===== config.mk =====
export PLATFORM = sky130hd
export DESIGN_NAME = spi_xfer_engine
export DESIGN_NICKNAME = d
export VERILOG_FILES = /design/src/rtl/spi_xfer_engine.sv
export SDC_FILE = /design/constraint.sdc
export NUM_CORES = 1
export LEC_CHECK = 0
export CELL_PAD_IN_SITES_DETAIL_PLACEMENT = 1
export CELL_PAD_IN_SITES_GLOBAL_PLACEMENT = 2
export CORE_MARGIN = 2
export CORE_UTILIZATION = 31
export CTS_CLUSTER_DIAMETER = 100
export DETAILED_ROUTE_END_ITERATION = 8
export GPL_ROUTABILITY_DRIVEN = 0
export PLACE_DENSITY = 0.84
export SLEW_MARGIN = 20
export SYNTH_ARGS = -nofsm -noshare
export SYNTH_HDL_FRONTEND = slang
export SYNTH_SLANG_ARGS = --single-unit

===== constraint.sdc =====
create_clock -name clk -period 1.9 [get_ports clk]
set_input_delay 0.38 -clock clk [delete_from_list [all_inputs] [get_ports clk]]
set_output_delay 0.38 -clock clk [all_outputs]
set_load 0.01 [all_outputs]

===== src/rtl/spi_xfer_engine.sv =====
// SPI mode-0 transfer engine for an accelerometer register interface.
// Sends inst, addr, wdata then 0x00 fill bytes MSB first, and returns each
// received data byte on rx_data with a one-cycle rx_valid strobe.
//
// state  | meaning
// IDLE   | waiting for start; start sampled here only
// SETUP  | cs just asserted, sclk held low for CLK_DIV cycles
// SHIFT  | bit periods of 2*CLK_DIV cycles (low half, then high half)
// HOLD   | sclk low for CLK_DIV cycles after the last falling edge
// FINISH | one-cycle done pulse, busy still high
module spi_xfer_engine #(
    parameter int unsigned CLK_DIV = 50
) (
    input  logic       clk,
    input  logic       rst,
    input  logic       start,
    input  logic [7:0] inst,
    input  logic [7:0] addr,
    input  logic [7:0] wdata,
    input  logic [2:0] nbytes,
    input  logic       miso,
    output logic       sclk,
    output logic       mosi,
    output logic       transmit,
    output logic       done,
    output logic       busy,
    output logic [7:0] rx_data,
    output logic       rx_valid
);

    localparam int unsigned DW = (CLK_DIV > 1) ? $clog2(CLK_DIV) : 1;
    localparam logic [DW-1:0] DIV_TOP = DW'(CLK_DIV - 1);

    typedef enum logic [2:0] {
        IDLE   = 3'd0,
        SETUP  = 3'd1,
        SHIFT  = 3'd2,
        HOLD   = 3'd3,
        FINISH = 3'd4
    } state_t;

    state_t        state_q, state_d;
    logic [DW-1:0] div_q, div_d;
    logic [2:0]    bit_q, bit_d;
    logic [2:0]    byte_q, byte_d;     // data bytes still to send after the current one
    logic [1:0]    hdr_q, hdr_d;       // 0: inst byte, 1: addr byte, 2: data bytes
    logic [7:0]    tx_q, tx_d;         // current byte, MSB is the bit on mosi
    logic [7:0]    addr_q, addr_d;
    logic [7:0]    wdata_q, wdata_d;
    logic [7:0]    rx_sr_q, rx_sr_d;
    logic          rx_pend_q, rx_pend_d;
    logic [7:0]    rx_data_q, rx_data_d;
    logic          rx_valid_q, rx_valid_d;
    logic          sclk_q, sclk_d;
    logic          mosi_q, mosi_d;
    logic          transmit_q, transmit_d;
    logic          done_q, done_d;
    logic          busy_q, busy_d;

    // Next-state and output logic; all outputs are registered.
    always_comb begin
        state_d    = state_q;
        div_d      = div_q;
        bit_d      = bit_q;
        byte_d     = byte_q;
        hdr_d      = hdr_q;
        tx_d       = tx_q;
        addr_d     = addr_q;
        wdata_d    = wdata_q;
        rx_sr_d    = rx_sr_q;
        rx_pend_d  = 1'b0;
        rx_data_d  = rx_data_q;
        rx_valid_d = 1'b0;
        sclk_d     = sclk_q;
        mosi_d     = mosi_q;
        transmit_d = 1'b0;
        done_d     = 1'b0;
        busy_d     = busy_q;

        // A completed data byte is published one edge after its 8th sample,
        // independent of where the FSM has moved in the meantime.
        if (rx_pend_q) begin
            rx_data_d  = rx_sr_q;
            rx_valid_d = 1'b1;
        end

        case (state_q)
            IDLE: begin
                if (start) begin
                    addr_d     = addr;
                    wdata_d    = wdata;
                    byte_d     = (nbytes == 3'd0) ? 3'd0 : nbytes - 3'd1;
                    hdr_d      = 2'd0;
                    bit_d      = 3'd0;
                    tx_d       = inst;
                    mosi_d     = inst[7];
                    div_d      = DIV_TOP;
                    transmit_d = 1'b1;
                    busy_d     = 1'b1;
                    state_d    = SETUP;
                end
            end
            SETUP: begin
                if (div_q == '0) begin
                    div_d   = DIV_TOP;
                    state_d = SHIFT;
                end else begin
                    div_d = div_q - DW'(1);
                end
            end
            SHIFT: begin
                if (div_q != '0) begin
                    div_d = div_q - DW'(1);
                end else begin
                    div_d = DIV_TOP;
                    if (!sclk_q) begin
                        sclk_d  = 1'b1;
                        rx_sr_d = {rx_sr_q[6:0], miso};
                        if (bit_q == 3'd7 && hdr_q == 2'd2) begin
                            rx_pend_d = 1'b1;
                        end
                    end else begin
                        sclk_d = 1'b0;
                        if (bit_q != 3'd7) begin
                            bit_d  = bit_q + 3'd1;
                            tx_d   = {tx_q[6:0], 1'b0};
                            mosi_d = tx_q[6];
                        end else begin
                            bit_d = 3'd0;
                            case (hdr_q)
                                2'd0: begin
                                    hdr_d  = 2'd1;
                                    tx_d   = addr_q;
                                    mosi_d = addr_q[7];
                                end
                                2'd1: begin
                                    hdr_d  = 2'd2;
                                    tx_d   = wdata_q;
                                    mosi_d = wdata_q[7];
                                end
                                default: begin
                                    tx_d   = 8'h00;
                                    mosi_d = 1'b0;
                                    if (byte_q == 3'd0) begin
                                        state_d = HOLD;
                                    end else begin
                                        byte_d = byte_q - 3'd1;
                                    end
                                end
                            endcase
                        end
                    end
                end
            end
            HOLD: begin
                if (div_q == '0) begin
                    done_d  = 1'b1;
                    state_d = FINISH;
                end else begin
                    div_d = div_q - DW'(1);
                end
            end
            FINISH: begin
                busy_d  = 1'b0;
                state_d = IDLE;
            end
            default: begin
                state_d = IDLE;
            end
        endcase
    end

    // State and output registers with asynchronous reset.
    always_ff @(posedge clk or posedge rst) begin
        if (rst) begin
            state_q    <= IDLE;
            div_q      <= '0;
            bit_q      <= 3'd0;
            byte_q     <= 3'd0;
            hdr_q      <= 2'd0;
            tx_q       <= 8'h00;
            addr_q     <= 8'h00;
            wdata_q    <= 8'h00;
            rx_sr_q    <= 8'h00;
            rx_pend_q  <= 1'b0;
            rx_data_q  <= 8'h00;
            rx_valid_q <= 1'b0;
            sclk_q     <= 1'b0;
            mosi_q     <= 1'b0;
            transmit_q <= 1'b0;
            done_q     <= 1'b0;
            busy_q     <= 1'b0;
        end else begin
            state_q    <= state_d;
            div_q      <= div_d;
            bit_q      <= bit_d;
            byte_q     <= byte_d;
            hdr_q      <= hdr_d;
            tx_q       <= tx_d;
            addr_q     <= addr_d;
            wdata_q    <= wdata_d;
            rx_sr_q    <= rx_sr_d;
            rx_pend_q  <= rx_pend_d;
            rx_data_q  <= rx_data_d;
            rx_valid_q <= rx_valid_d;
            sclk_q     <= sclk_d;
            mosi_q     <= mosi_d;
            transmit_q <= transmit_d;
            done_q     <= done_d;
            busy_q     <= busy_d;
        end
    end

    assign sclk     = sclk_q;
    assign mosi     = mosi_q;
    assign transmit = transmit_q;
    assign done     = done_q;
    assign busy     = busy_q;
    assign rx_data  = rx_data_q;
    assign rx_valid = rx_valid_q;

endmodule


* Word level (Yosys, flattened, before mapping)
Cells that the tools add are included.
** Word-level totals
- Bits in registers :: 63
- Bits in latches :: 0
- RAM bits :: 0
- ROM bits :: 0
- Input port bits :: 31
- Logic and storage cells :: 119
- Memories kept :: 0
** Operators by class
- $add $sub $neg :: 4
- $mul :: 0
- Div/mod/pow operators :: 0
- Order comparisons :: 0
- Eq/ne operators :: 19
- Shift-type cells :: 0
- Muxes and demuxes :: 57
- Bitwise logic cells :: 2
- Reduce and logical (&&, ||, !) cells :: 20
** Operator list (count)
- two-way mux 3 bit :: 19
- two-way mux 7 bit :: 4
- one-hot mux 7 bit (2 select lines) :: 2
- two-way mux 6 bit :: 4
- one-hot mux 6 bit (4 select lines) :: 1
- != test 2 bit, second input constant :: 10
- two-way mux 1 bit :: 15
- one-hot mux 3 bit (2 select lines) :: 2
- one-hot mux 3 bit (4 select lines) :: 1
- logical NOT 3 bit :: 3
- two-way mux 2 bit :: 4
- one-hot mux 2 bit (2 select lines) :: 2
- AND reduction 8 bit :: 1
- AND reduction 7 bit :: 1
- equality test 3 x 2 -> 1 bit, second input constant :: 2
- equality test 3 bit, second input constant :: 2
- logical NOT 6 bit :: 1
- != test 3 bit, second input constant :: 2
- one-hot mux 1 bit (2 select lines) :: 3
- AND reduction 2 bit :: 3
- AND reduction 3 bit :: 2
- AND reduction 6 bit :: 1
- nonzero test 6 bit :: 1
- subtractor 3 x 1 -> 3 bit, second input constant :: 2
- other kinds (12) :: 14

* Depth between registers and ports, before layout
- Word-level depth :: 7
- Depth in mapped cells :: 8
- Depth with buffers taken out :: 6

* Least setup slack after synthesis
No wires, ideal clock.
- Kind :: reg2reg
- Start point :: register div_q[0]
- End point :: register rx_sr_q[0]
- Library setup time :: 0.125 ns
- Data arrival time :: 1.758 ns
- Slack :: 0.017 ns
- Cell stages (with the launch flop) :: 7
- Buffers on the path :: 0
- Clock period less this slack :: 1.883 ns
- Path through :: dfrtp_1 -> inv_1 -> ha_1 -> nor3b_2 -> nand2_1 -> nor3_4 -> mux2_2
** Between the ends
- Word-level cells in the longest chain between the ends :: 3
** RTL lines
- start, declared :: RTL line 43 : logic [DW-1:0] div_q, div_d;
- start signal, assigned :: RTL line 195 : div_q <= div_d;
- nonzero test 6 bit :: RTL line 112 : if (div_q != '0) begin
- inverter 1 bit (no source line)
- AND reduction 3 bit (no source line)
- end signal, assigned :: RTL line 202 : rx_sr_q <= rx_sr_d;
- end, declared :: RTL line 50 : logic [7:0] rx_sr_q, rx_sr_d;
No other way between the ends.
A chain may end at the register's enable or synchronous reset.

* Final worst setup path
- Start point :: register div_q[0]
- End point :: register byte_q[1]
** Between the ends
- Word-level cells in the longest chain between the ends :: 3
** RTL lines
- nonzero test 6 bit :: RTL line 112
- != test 2 bit (no source line)
- AND reduction 7 bit (no source line)
- end signal, assigned :: RTL line 197 : byte_q <= byte_d;
- end, declared :: RTL line 45 : logic [2:0] byte_q, byte_d;
No other way between the ends.

==> flow_summary.ini <==
[sta]
worstMarginPinSlew_ns = 0.519
relSlewSlack = 0.654
fin_crit_sh = 0.977
finalCriticalPeriod_ns = 1.86
finalClockSkew_ns = 0.00573
tns_ns = 0
rsz0062_at_grt = true
setup_slack_ns = 0.0433
slew_violations = 0
finalHoldViolCount = 0
max_freq_mhz = 539
setup_viol = 0

[floorplan]
die_y_um = 103
dieArea_mm2 = 0.0106
rows = 36
core_area_mm2 = 0.00964
start_util = 0.314
pin_count = 45
die_x_um = 103

[drt]
viasPerCell = 4.76
drc = 0
first_pass_iters = 4
wl_per_cell_um = 14.8
drt_iter0_markers = 60
ant_nets = 0
dr_total_vias = 2375
drt_wl_total_um = 7370

[min_path]
hold_path.class = primary input to async pin

[global_route]
grt_max_degree = 25
grt-ovfl-total = 0
antenna_found_initial = 0
grt_pass1_wl_um = 12200
first_global_vias = 2494
track_usage = 0.150

[clock_tree]
htreeDepth = 3
cts_hold_buffers = 0
numCtsBuffers = 9
clock_tree.root_cell = clkbuf_8
clk_latency_ns = 0.34
cts.sinks = 63
cts_tree = done
cts_buffer_depth = 2
post_cts_buffers = 0
path_clk_slew_ns = 0.07

[cells_and_area]
drive_above_1_share = 0.189
n_fill_cell = 1131
finalNonFillerCells = 499
fin_nets = 399
area_growth_pct = 33.4
final_cell_mix = nand2_1 (62), dfrtp_1 (62), clkdlybuf4s50_1 (44)
final_area_mm2 = 0.00404
antenna_cells = 0

[worst_setup_path]
setup.worst_path.end_class = register
regToRegEndpoint = byte_q[1]
ff2ff_setup_slack_ns = 0.04
crit_chain = inv_1, ha_1, or3b_4, nor3_1, buf_4, a41o_1, o32a_1
critPathMaxFanout = 4
cpPeakStageDelay_ns = 0.43
slowest_stage = or3b_4
cp_data_arrival_time_ns = 2.14
crit_required_ns = 2.18
crit_family = simple AND/OR/NAND/NOR gates
reg2reg_from = div_q[0]
path_buf_inv = 2
path_class = register to register
rr_worst_depth = 7
cp.depth = 7
crit_path_start_kind = register

[logic_synthesis]
yosysTopAreaCellShare = 0.521
synth_warnings = 0
synth_top_area_cell = dfrtp_1
ys_types = 45
avgSynthCellArea_um2 = 10.2
synthCells = 297
syn_area_mm2 = 0.00303
ys_seq_area_frac = 0.521
synth.ff_latch_count = 63
netlist_top_cells_area = dfrtp_1 (52%), nand2_1 (7.7%), mux2_2 (6.7%), mux2i_1 (5.3%), ha_1 (2.9%)
synth_nets = 335

[job]
cap_viol_max_count = 0

[pwr]
internal_power_mw = 3.19
peakVddDrop_mv = 0.472
switching_power_mw = 1.63
swShare = 0.338
combPwrFrac = 0.324
cellPowerDensity_mw_per_mm2 = 1190
power_frac_clock = 0.265
power.share.sequential = 0.412
p_leak_nw = 1.88

[placed_design]
hpwl_um = 5310
dp_slack_ns = 0.00200
place_inst = 483
io_buffers = 44
placedInstanceArea_mm2 = 0.00380

[run_status]
status = complete, no violations
==> sequential cells by signal (all words and copies together) (netlist names) <==
signal / cells
hdr_q: 2
rx_data: 8
addr_q: 8
state_q: 3
sclk: 1
busy: 1
bit_q: 3
mosi: 1
rx_pend_q: 1
rx_valid: 1
done: 1
wdata_q: 8
transmit: 1
byte_q: 3
rx_sr_q: 8
tx_q: 7
div_q: 6
==> what timing repair did <==
action / CTS / global route
resized for setup: 1 / 5
setup endpoints to repair: 1 / 16
pin swaps: 0 / 2
endpoints found under the hold margin: 0 / 0
==> power by group through the flow <==
stage / sequential (mW) / clock [mW] / combinational (mW)
global route: 2.03 / 1.37 / 1.76
global placement: 1.98 / 0 / 1.48
detailed placement: 2.00 / 0 / 1.53
CTS: 1.98 / 1.32 / 1.55
floorplan: 1.92 / 0 / 1.01
finish: 1.98 / 1.27 / 1.56
==> how the worst max path moves through the flow <==
stage | startpoint | end
after floorplan | div_q[0] | rx_sr_q[0]
after global placement | start | state_q[0]
after detailed placement | start | state_q[0]
after CTS | div_q[1] | byte_q[1]
after global routing | div_q[0] | byte_q[2]
final | div_q[0] | byte_q[1]
==> area by class of cell <==
| type | count | area [um2] | area share |
|---|---|---|---|
| Clock buffer | 9 | 124 | 0.0307 |
| Clock inverter | 7 | 87.6 | 0.0217 |
| Inverter | 18 | 71.3 | 0.0177 |
| Multi-Input combinational cell | 201 | 1340 | 0.332 |
| Sequential cell | 63 | 1580 | 0.391 |
| Tap cell | 133 | 166 | 0.0412 |
| Timing Repair Buffer | 68 | 671 | 0.166 |
==> kinds of logic (layout without fill, tap and decap cells) <==
family | Yosys count | after routing | synth area share
compound gates | 45 | 45 | 0.105
xor+xnor | 3 | 3 | 0.00868
mux | 34 | 34 | 0.120
flops | 63 | 63 | 0.521
fa+ha+maj | 7 | 7 | 0.0289
buf+inv | 33 | 102 | 0.0438
simple gates | 112 | 112 | 0.172
==> worst reg2reg max path, delay by kind of cell, from the launching register on <==
family                     cells  cell delay (ns)
buffers and inverters          2             0.24
AOI/OAI and AO/OA              2             0.38
adders and majority gates      1             0.19
DFF                            1             0.39
and+or+nand+nor                2             0.61
==> metal layers <==
metal  track usage  wire length (um)  part of all wire
met1         0.204              3390              0.46
met2         0.243              3610              0.49
met3        0.0231               261             0.035
met5             0                 0                 0
met4        0.0607               114             0.015
==> Yosys cell counts <==
library cell,n
nor3b_2,1
a31oi_1,3
ha_1,7
buf_2,7
dfrtp_1,63
nand2_1,62
nor4_1,1
a211oi_1,1
nor3_4,1
a311oi_1,1
mux2i_1,16
and2_1,1
nor2b_1,4
or3_1,1
xnor2_1,3
o32a_1,1
clkbuf_1,7
a22oi_1,1
or3b_2,1
and3_1,1
nand4_1,3
o221ai_1,7
o2bb2ai_1,3
o31ai_1,3
inv_1,18
buf_1,1
a41o_1,2
nor3b_1,1
a32oi_1,1
o21bai_1,1
a21oi_1,7
nor3_1,7
nand3_1,8
a21o_1,1
o21ba_2,1
mux2_2,18
nor2_1,13
nand4bb_1,1
nand2b_1,3
nand2_2,1
o211a_1,1
o21ai_0,10
o211ai_1,1
or3b_1,1
or2_2,1
==> stage by stage <==
stage	utilization	hold slack, ns	total power, mW
2_1_floorplan	-	0.352	2.93
3_3_place_gp	0.394	0.461	3.46
3_5_place_dp	0.394	0.463	3.53
4_1_cts	0.417	0.413	4.84
5_1_grt	0.419	0.448	5.16
6_report	0.419	0.408	4.81
No activity file was read; power rests on OpenSTA's default activity.
